[config.mk]
export PLATFORM = sky130hd
export DESIGN_NAME = pwm_fade_controller
export DESIGN_NICKNAME = d
export VERILOG_FILES = /design/src/rtl/pwm_ctrl_pkg.sv /design/src/rtl/pwm_step_timer.sv /design/src/rtl/pwm_fade_controller.sv
export SDC_FILE = /design/constraint.sdc
export NUM_CORES = 1
export LEC_CHECK = 0
export CAP_MARGIN = 20
export CORE_MARGIN = 10
export CORE_UTILIZATION = 40
export CTS_CLUSTER_SIZE = 25
export DETAILED_ROUTE_END_ITERATION = 16
export MAX_ROUTING_LAYER = met4
export PLACE_DENSITY = 0.73
export SLEW_MARGIN = 5
export SYNTH_ARGS = -nofsm -noshare
export SYNTH_HDL_FRONTEND = slang
export SYNTH_SLANG_ARGS = --single-unit
export TNS_END_PERCENT = 1
[constraint.sdc]
create_clock -name clk -period 5.2 [get_ports clk]
set_input_delay 1.04 -clock clk [delete_from_list [all_inputs] [get_ports clk]]
set_output_delay 1.04 -clock clk [all_outputs]
set_load 0.03 [all_outputs]
[src/rtl/pwm_ctrl_pkg.sv]
// Shared types and constants for the PWM fade sequencer and PWM benches.
// Latency: n/a (declarations only).
// Backpressure: n/a.
package pwm_ctrl_pkg;

  localparam int DEF_R          = 5;
  localparam int DEF_TIMER_BITS = 8;
  localparam int DEF_STEP_BITS  = 16;

  typedef enum logic [1:0] {
    ST_IDLE = 2'd0,
    ST_UP   = 2'd1,
    ST_DOWN = 2'd2,
    ST_HOLD = 2'd3
  } fade_state_e;

  // Limit a duty request to 100 % (2^r); anything larger saturates.
  function automatic logic [31:0] clamp_duty(input logic [31:0] duty, input int r);
    logic [31:0] full;
    full = 32'd1 << r;
    if (duty > full) return full;
    return duty;
  endfunction

endpackage

[src/rtl/pwm_step_timer.sv]
// Step interval timer: counts 0..period while running, tick on the wrap cycle.
// Latency: tick is combinational from the count register, same cycle.
// Backpressure: none; clear overrides run and forces the count to zero.
module pwm_step_timer
  import pwm_ctrl_pkg::*;
#(
  parameter int STEP_BITS = DEF_STEP_BITS
) (
  input  logic                 clk,
  input  logic                 reset_n,
  input  logic                 run,
  input  logic                 clear,
  input  logic [STEP_BITS-1:0] period,
  output logic                 tick
);

  logic [STEP_BITS-1:0] cnt_q;
  logic [STEP_BITS-1:0] cnt_d;

  // Wrap detection and next count; the wrap cycle itself is the step event.
  always_comb begin
    tick  = run && !clear && (cnt_q == period);
    cnt_d = cnt_q;
    if (clear) begin
      cnt_d = '0;
    end else if (run) begin
      cnt_d = tick ? '0 : cnt_q + 1'b1;
    end
  end

  // Count register with synchronous active-low reset.
  always_ff @(posedge clk) begin
    if (!reset_n) begin
      cnt_q <= '0;
    end else begin
      cnt_q <= cnt_d;
    end
  end

endmodule

[src/rtl/pwm_fade_controller.sv]
// Drives Enhanced_PWM enable/final value/duty with one-shot fades or triangle breathing.
// Latency: all outputs registered; start/stop take effect on the following cycle.
// Backpressure: none; start is ignored while busy, stop aborts from any state.
module pwm_fade_controller
  import pwm_ctrl_pkg::*;
#(
  parameter int R          = DEF_R,
  parameter int TIMER_BITS = DEF_TIMER_BITS,
  parameter int STEP_BITS  = DEF_STEP_BITS
) (
  input  logic                  clk,
  input  logic                  reset_n,
  input  logic                  start,
  input  logic                  stop,
  input  logic                  mode,
  input  logic [R:0]            duty_lo,
  input  logic [R:0]            duty_hi,
  input  logic [STEP_BITS-1:0]  step_period,
  input  logic [TIMER_BITS-1:0] final_value,
  output logic                  pwm_enable,
  output logic [TIMER_BITS-1:0] pwm_final_value,
  output logic [R:0]            pwm_duty,
  output logic                  busy,
  output logic                  done
);

  localparam int DW = R + 1;

  fade_state_e           state_q, state_d;
  logic [DW-1:0]         duty_q, duty_d;
  logic [DW-1:0]         lo_q, lo_d;
  logic [DW-1:0]         hi_q, hi_d;
  logic [STEP_BITS-1:0]  per_q, per_d;
  logic [TIMER_BITS-1:0] fv_q, fv_d;
  logic                  mode_q, mode_d;
  logic                  en_q, en_d;
  logic                  busy_q, busy_d;
  logic                  done_q, done_d;

  logic [DW-1:0] lo_c;
  logic [DW-1:0] hi_c;
  logic          tmr_run;
  logic          tmr_clear;
  logic          step_tick;

  assign lo_c = DW'(clamp_duty(32'(duty_lo), R));
  assign hi_c = DW'(clamp_duty(32'(duty_hi), R));

  // The timer only advances while ramping; a stop discards any partial interval.
  assign tmr_run   = (state_q == ST_UP) || (state_q == ST_DOWN);
  assign tmr_clear = stop || !tmr_run;

  pwm_step_timer #(
    .STEP_BITS (STEP_BITS)
  ) u_step_timer (
    .clk     (clk),
    .reset_n (reset_n),
    .run     (tmr_run),
    .clear   (tmr_clear),
    .period  (per_q),
    .tick    (step_tick)
  );

  // Next-state and output decode; latched settings are only captured on an honoured start.
  always_comb begin
    state_d = state_q;
    duty_d  = duty_q;
    lo_d    = lo_q;
    hi_d    = hi_q;
    per_d   = per_q;
    fv_d    = fv_q;
    mode_d  = mode_q;
    en_d    = en_q;
    done_d  = 1'b0;

    if (stop) begin
      state_d = ST_IDLE;
      duty_d  = '0;
      en_d    = 1'b0;
    end else begin
      unique case (state_q)
        ST_IDLE: begin
          if (start) begin
            lo_d   = lo_c;
            hi_d   = hi_c;
            per_d  = step_period;
            fv_d   = final_value;
            mode_d = mode;
            duty_d = lo_c;
            en_d   = 1'b1;
            if (lo_c < hi_c) begin
              state_d = ST_UP;
            end else begin
              // Empty range: nothing to ramp, a one-shot is complete immediately.
              state_d = ST_HOLD;
              done_d  = !mode;
            end
          end
        end
        ST_UP: begin
          if (step_tick) begin
            duty_d = duty_q + 1'b1;
            if (duty_d == hi_q) begin
              if (mode_q) begin
                state_d = ST_DOWN;
              end else begin
                state_d = ST_HOLD;
                done_d  = 1'b1;
              end
            end
          end
        end
        ST_DOWN: begin
          if (step_tick) begin
            duty_d = duty_q - 1'b1;
            if (duty_d == lo_q) begin
              state_d = ST_UP;
              done_d  = 1'b1;
            end
          end
        end
        ST_HOLD: begin
          state_d = ST_HOLD;
        end
        default: begin
          state_d = ST_IDLE;
        end
      endcase
    end

    busy_d = (state_d != ST_IDLE);
  end

  // State and output registers with synchronous active-low reset.
  always_ff @(posedge clk) begin
    if (!reset_n) begin
      state_q <= ST_IDLE;
      duty_q  <= '0;
      lo_q    <= '0;
      hi_q    <= '0;
      per_q   <= '0;
      fv_q    <= '0;
      mode_q  <= 1'b0;
      en_q    <= 1'b0;
      busy_q  <= 1'b0;
      done_q  <= 1'b0;
    end else begin
      state_q <= state_d;
      duty_q  <= duty_d;
      lo_q    <= lo_d;
      hi_q    <= hi_d;
      per_q   <= per_d;
      fv_q    <= fv_d;
      mode_q  <= mode_d;
      en_q    <= en_d;
      busy_q  <= busy_d;
      done_q  <= done_d;
    end
  end

  assign pwm_enable      = en_q;
  assign pwm_final_value = fv_q;
  assign pwm_duty        = duty_q;
  assign busy            = busy_q;
  assign done            = done_q;

endmodule

After elaboration in Yosys (flattened, before gate mapping)
Cells that the tools add are included. W data, S select, Z words.

Register bits: 64. Input bits: 41. Output and inout port bits: 17. Word-level logic and storage cells: 71.

Add/subtract/negate cells: 3. $lt $le $gt $ge: 3. Eq/ne operators: 9. Multiplexer cells: 28. Bitwise operators: 2. Reduce and logical (&&, ||, !) cells: 15.

Operators with widths (count): $mux W6 (7); $pmux W6 S3 (1); $add A16 B1 Y16 const B (1); $eq A16 B16 Y1 (1); $mux W16 (1); $mux W2 (7); $eq A6 B6 Y1 (2); $gt A6 B6 Y1 const B (2); $mux W1 (10); $pmux W2 S4 (1); $add A6 B1 Y6 const B (1); $lt A6 B6 Y1 (1); $ne A2 B2 Y1 const B (3); $sub A6 B1 Y6 const B (1); $eq A2 B2 Y1 const B (2); $reduce_and A4 Y1 (1); $reduce_or A2 Y1 (2); $logic_not A1 Y1 (3); $pmux W1 S3 (1); $reduce_and A3 Y1 (1); $reduce_bool A3 Y1 (1); $eq A2 B1 Y1 const B (1); $logic_and A1 B1 Y1 (2); $logic_not A2 Y1 (1); other kinds (4) (6).

Longest topological paths before layout
Depth after elaboration: 11. Gate-level depth with buffers: 10.

By module
Synthesis repeated with hierarchy kept, for this count alone.

Cell total of the unflattened synthesis: 439. Area total of the unflattened synthesis: 3588.4 um^2.

Modules (own cells, without submodules): pwm_fade_controller (times used 1, cells each 336, area an instance 2692.6 um^2); pwm_step_timer (times used 1, cells each 103, area an instance 895.9 um^2).

Worst setup path before layout
OpenSTA, ideal clock, no wires.

Path kind: input-to-reg. Start point: in duty_hi[5]. End point: reg done_q, in the netlist done. Library setup time: 0.088 ns. Data arrival time: 2.449 ns. Required time: 5.112 ns. Setup slack: 2.663 ns. Stages on the path: 10. Path buffers: 0. Path through: inv_1 -> nand2_1 -> ha_1 -> nand2_1 -> a21oi_1 -> o21ai_0 -> a21oi_1 -> nor2b_1 -> or3_1 -> a311oi_2.

Longest elaborated chain between the ends: 7.

Ends and longest elaborated chain: from (decl) (RTL line pwm_fade_controller.sv:17) `input logic [R:0] duty_hi,`; $gt A6 B6 Y1 (RTL line pwm_ctrl_pkg.sv:21) `if (duty > full) return full;`; $mux W1 (RTL line pwm_ctrl_pkg.sv:21); $mux W6 * (RTL line pwm_ctrl_pkg.sv:22) `return duty;`; $lt A6 B6 Y1 * (RTL line pwm_fade_controller.sv:91) `if (lo_c < hi_c) begin`; $mux W1 * (RTL line pwm_fade_controller.sv:91); $mux W1 * (RTL line pwm_fade_controller.sv:83) `if (start) begin`; $pmux W1 S3 * (RTL line pwm_fade_controller.sv:81) `unique case (state_q)`; to (signal assigned) (RTL line pwm_fade_controller.sv:157) `done_q <= done_d;`; to (decl) (RTL line pwm_fade_controller.sv:38) `logic done_q, done_d;`.

Every way passes the cells marked *; elsewhere a longest branch is shown, timed or not. A chain may end at the register's enable or synchronous reset.

Worst setup path in the final report
Start point: in duty_lo[5]. End point: reg done_q, in the netlist done.

Longest elaborated chain between the ends: 7.

Ends and longest elaborated chain: from (decl) (RTL line pwm_fade_controller.sv:16) `input logic [R:0] duty_lo,`; $gt A6 B6 Y1 (RTL line pwm_ctrl_pkg.sv:21); $mux W1 (RTL line pwm_ctrl_pkg.sv:21); $mux W6 (RTL line pwm_ctrl_pkg.sv:22); via lo_c[2] (RTL line pwm_fade_controller.sv:40) `logic [DW-1:0] lo_c;`; $lt A6 B6 Y1 (RTL line pwm_fade_controller.sv:91); $mux W1 (RTL line pwm_fade_controller.sv:91); $mux W1 (RTL line pwm_fade_controller.sv:83); $pmux W1 S3 (RTL line pwm_fade_controller.sv:81).

The timed path passes the listed nets, and every way through them passes these cells.

==> summary.txt <==
Run status
  • Outcome: finished, final reports clean

Worst setup path
  • Cells along the critical path: clkdlybuf4s50_1, nor2b_1, ha_1, nand2_1, a21oi_1, o21ai_0, a21oi_1, nor2b_1, or3_1, a311oi_2
  • FF-to-FF path depth: 7
  • Biggest cell delay along the critical path: 0.62 ns
  • Crit path max fanout: 8
  • R2R Path End: busy
  • Critical path buffer and inverter count: 1
  • CP delay by family, top: compound AO/OA/AOI/OAI gates
  • Reg2reg start: pwm_duty[2]
  • Critical Path AT: ~3.3 ns
  • Setup Crit Path Kind: in2reg
  • Worst EP required: 5.44 ns
  • R2r setup slk: 2.50 ns
  • Crit. End Element: flip-flop
  • CP max stage cell: clkdlybuf4s50_1
  • Crit path launch type: input port
  • Crit. Startpoint: duty_lo[5]

Detailed routing
  • DRT Pass-1 Iters: 4
  • Met2 routed WL: 3770 microns
  • Metal3 WL: 595 microns
  • Wl on met1: between 4000 and 5000 microns
  • Number of vias per cell: 5.14
  • Routed vias: 2994
  • Residual DRC count: 0
  • Top sig layer: met4
  • Drt initial violations: 136
  • Avg WL per Cell: 14.7 microns
  • Number of routed nets with antenna violations: 0
  • Final WL: 8590 microns

Logic synthesis
  • Synth Area in XOR/XNOR: 11.1%
  • Synth area leaders: dfxtp_1 (37%), nand2_1 (9.7%), a21boi_0 (6.9%), xnor2_1 (5.6%), xor2_1 (5.6%)
  • Post-synthesis adder-cell area fraction: 4.70%
  • Cell taking the most area after synthesis: dfxtp_1
  • Compound-gate portion of the synthesized area: 16.2%
  • Avg Cell Area, Syn: 8.12 sq um
  • Simple-Gate Fraction of Synth Area: 25.1%
  • Cell count after synthesis: 426
  • Ys flop type: dfxtp_1
  • Synthesized net count: 480
  • Synth top area share: a little under two fifths
  • Synth unique cells: 51
  • Sequential-to-total area share from yosys stat: approximately 37%
  • Synth Cell Area: ~0.0035 sq mm
  • Largest family of logic cells by synthesized area: simple AND/OR/NAND/NOR gates
  • Number of synthesized flops with an enable pin: 0
  • Multiplexer share of the synthesized area: 2.13%
  • FFs w/ async S/R, synth: 0%
  • Synth warnings: 0
  • Commonest cells post-synth: nand2_1 (89), dfxtp_1 (64), a21boi_0 (32), nor2_1 (32)
  • Yosys reg bits: 64
  • Count leader, synth: nand2_1

Pwr
  • Clock Power Share: 35.2%
  • Cell-internal power: about 0.85 mW
  • Logic pwr share: 19.6%
  • Power, Total: about 1.2 mW
  • Switch share: around 28%
  • Maximum vdd drop: 141 uV
  • Cell Pwr Density: 275 mW/mm^2
  • Lkg Pwr: 1.56 nW
  • Net switching power: 0.330 mW
  • Sequential power share: 45.2%

Die
  • Core area: ~0.0083 sq mm
  • Die Wd: 113 microns
  • Die area: 0.0128 sq mm
  • Ports: 58
  • FP Rows: 33
  • Chip height: 113 microns
  • Initial Util: 41.7%

Clocking
  • Post-CTS Setup Bufs: 0
  • Clock buffer depth: 2
  • CTS tree: yes
  • H-tree Lvls: 3
  • Clock root buffer: clkbuf_8
  • Post-CTS sizing: 0
  • CTS sink cnt: 64
  • # hold bufs at CTS: 0
  • CTS Buf Count: 9
  • Clk slew on worst S/H paths: approximately 0.070 ns
  • Worst skew pair latency: roughly 0.34 ns

Global routing
  • Global Route Usage Sum: 13.9%
  • Largest net degree at the start of global routing: 43
  • First-pass GRT wire length: 14400 microns
  • Vias in the first global route: 2937
  • Congestion Overflow GR: 0
  • Antenna violations before repair: 0

Timing
  • Clk_skew: 0.0101 ns
  • Max-slew headroom: between 40% and 50%
  • Fin crit share: between 50% and 60%
  • Count of final hold-check violations: 0
  • FMAX: approximately 0.33 GHz
  • Setup TNS: 0 ns
  • Setup-failing EPs final: 0
  • Fin. max-slew vios: 0
  • Worst Tran Pin Value: 0.764 ns
  • Final min period: 3.01 ns
  • RSZ-0062 raised after global routing: false

Layout
  • Final Core Density: 51.6%
  • Share of cells above drive strength 1: under 10%
  • Final Net Count: approximately 530
  • Synth-to-layout area growth: 23.7%
  • Finished Cell Area: 0.00428 sq mm
  • Fill count: 747
  • N_diodes: 0

Hold path
  • Hold EP: pwm_final_value[4]
  • Min-delay src: pwm_final_value[4]
  • Hold Path Depth: 2
  • HP Class: reg2reg

Placement
  • GPL Wtd Cong: 0.884
  • Port Buffers: 57
  • Detailed-placement wirelength estimate: 6320 microns
  • Area after DPL: 0.00409 sq mm

Flow run
  • Max cap viols: 0
==> registers in the layout (all words and copies together) (netlist names), 2 cells and up <==
signal and count:
per_q 16, u_step_timer.cnt_q 16, pwm_final_value 8, hi_q 6, lo_q 6, pwm_duty 6
state_q 2
==> power groups by stage <==
stage | Sequential (mW) | Combinational, mW | Clock (mW)
2_1_floorplan | 0.551 | 0.139 | 0
3_3_place_gp | 0.542 | 0.228 | 0
3_5_place_dp | 0.543 | 0.231 | 0
4_1_cts | 0.532 | 0.232 | 0.426
5_1_grt | 0.535 | 0.258 | 0.453
6_report | 0.532 | 0.231 | 0.415
==> cells in the final DEF (no fill, tap or decap), types with 3 or more instances in the layout <==
| cell type | n |
|---|---|
| nand2_1 | 89 |
| dfxtp_1 | 64 |
| clkdlybuf4s50_1 | 57 |
| a21boi_0 | 32 |
| nor2_1 | 31 |
| xor2_1 | 22 |
| xnor2_1 | 22 |
| o21ai_0 | 14 |
| ha_1 | 13 |
| inv_1 | 11 |
| clkbuf_8 | 10 |
| nor2b_1 | 9 |
| nand2b_1 | 8 |
| nand3_1 | 8 |
| and2_1 | 6 |
| nor3_1 | 6 |
| a21oi_1 | 6 |
| or3_1 | 5 |
| a211oi_1 | 5 |
| nor4_1 | 4 |
| and3_1 | 4 |
| mux2i_1 | 4 |
| nand4_1 | 3 |
| mux2_2 | 3 |
| clkinv_2 | 3 |
==> cell type report <==
cell class                 count  area (sq um)  area share, %
clock buffer                  11           141           3.30
tap                          105           131           3.07
timing repair buffer          59           586           13.7
clock inverter                 4          45.0           1.05
sequential                    64          1280           29.9
inverter                      11          41.3          0.965
multi-input combinational    329          2050           48.0
==> worst max-delay path by stage <==
| stage | endpoint | slack [ns] | cells past startpoint |
|---|---|---|---|
| 4_1_cts | done | 2.22 | 10 |
| 6_report | done | 2.19 | 10 |
| 5_1_grt | done | 2.02 | 10 |
| 3_3_place_gp | done | 1.96 | 10 |
| 3_5_place_dp | done | 1.89 | 10 |
| 2_1_floorplan | done | 2.66 | 10 |
==> kinds of logic after synthesis <==
kind of cell,count (synthesis)
XOR/XNOR,44
flip-flops,64
AND/OR/NAND/NOR,186
adder cells (fa/ha/maj),13
multiplexers,7
buffers and inverters,33
AO/OA/AOI/OAI,79
==> per-stage QoR <==
| step | hold WS, ns | std cells | worst slack [ns] |
|---|---|---|---|
| floorplan | 0.451 | 426 | 2.66 |
| global placement | 0.450 | 568 | 1.96 |
| detailed placement | 0.460 | 568 | 1.89 |
| CTS | 0.468 | 583 | 2.22 |
| global route | 0.491 | 583 | 2.02 |
| finish | 0.469 | 583 | 2.19 |
==> worst reg2reg max path: stages, from the launching register on <==
cell	delay (ns)
dfxtp_1	0.57
nand3_2	0.21
or3_1	0.43
a2111oi_2	0.50
and4bb_2	0.31
mux2i_1	0.18
o31ai_1	0.09
or2_2	0.29
==> layer usage <==
| metal | GRT usage (%) | vias up |
|---|---|---|
| met1 | 17.6 | 1378 |
| met3 | 4.33 | 13 |
| met5 | - | - |
| li1 | - | 1526 |
| met2 | 20.1 | 77 |
| met4 | 5.67 | 0 |
Note: power is estimated with default switching activity, not from simulation.
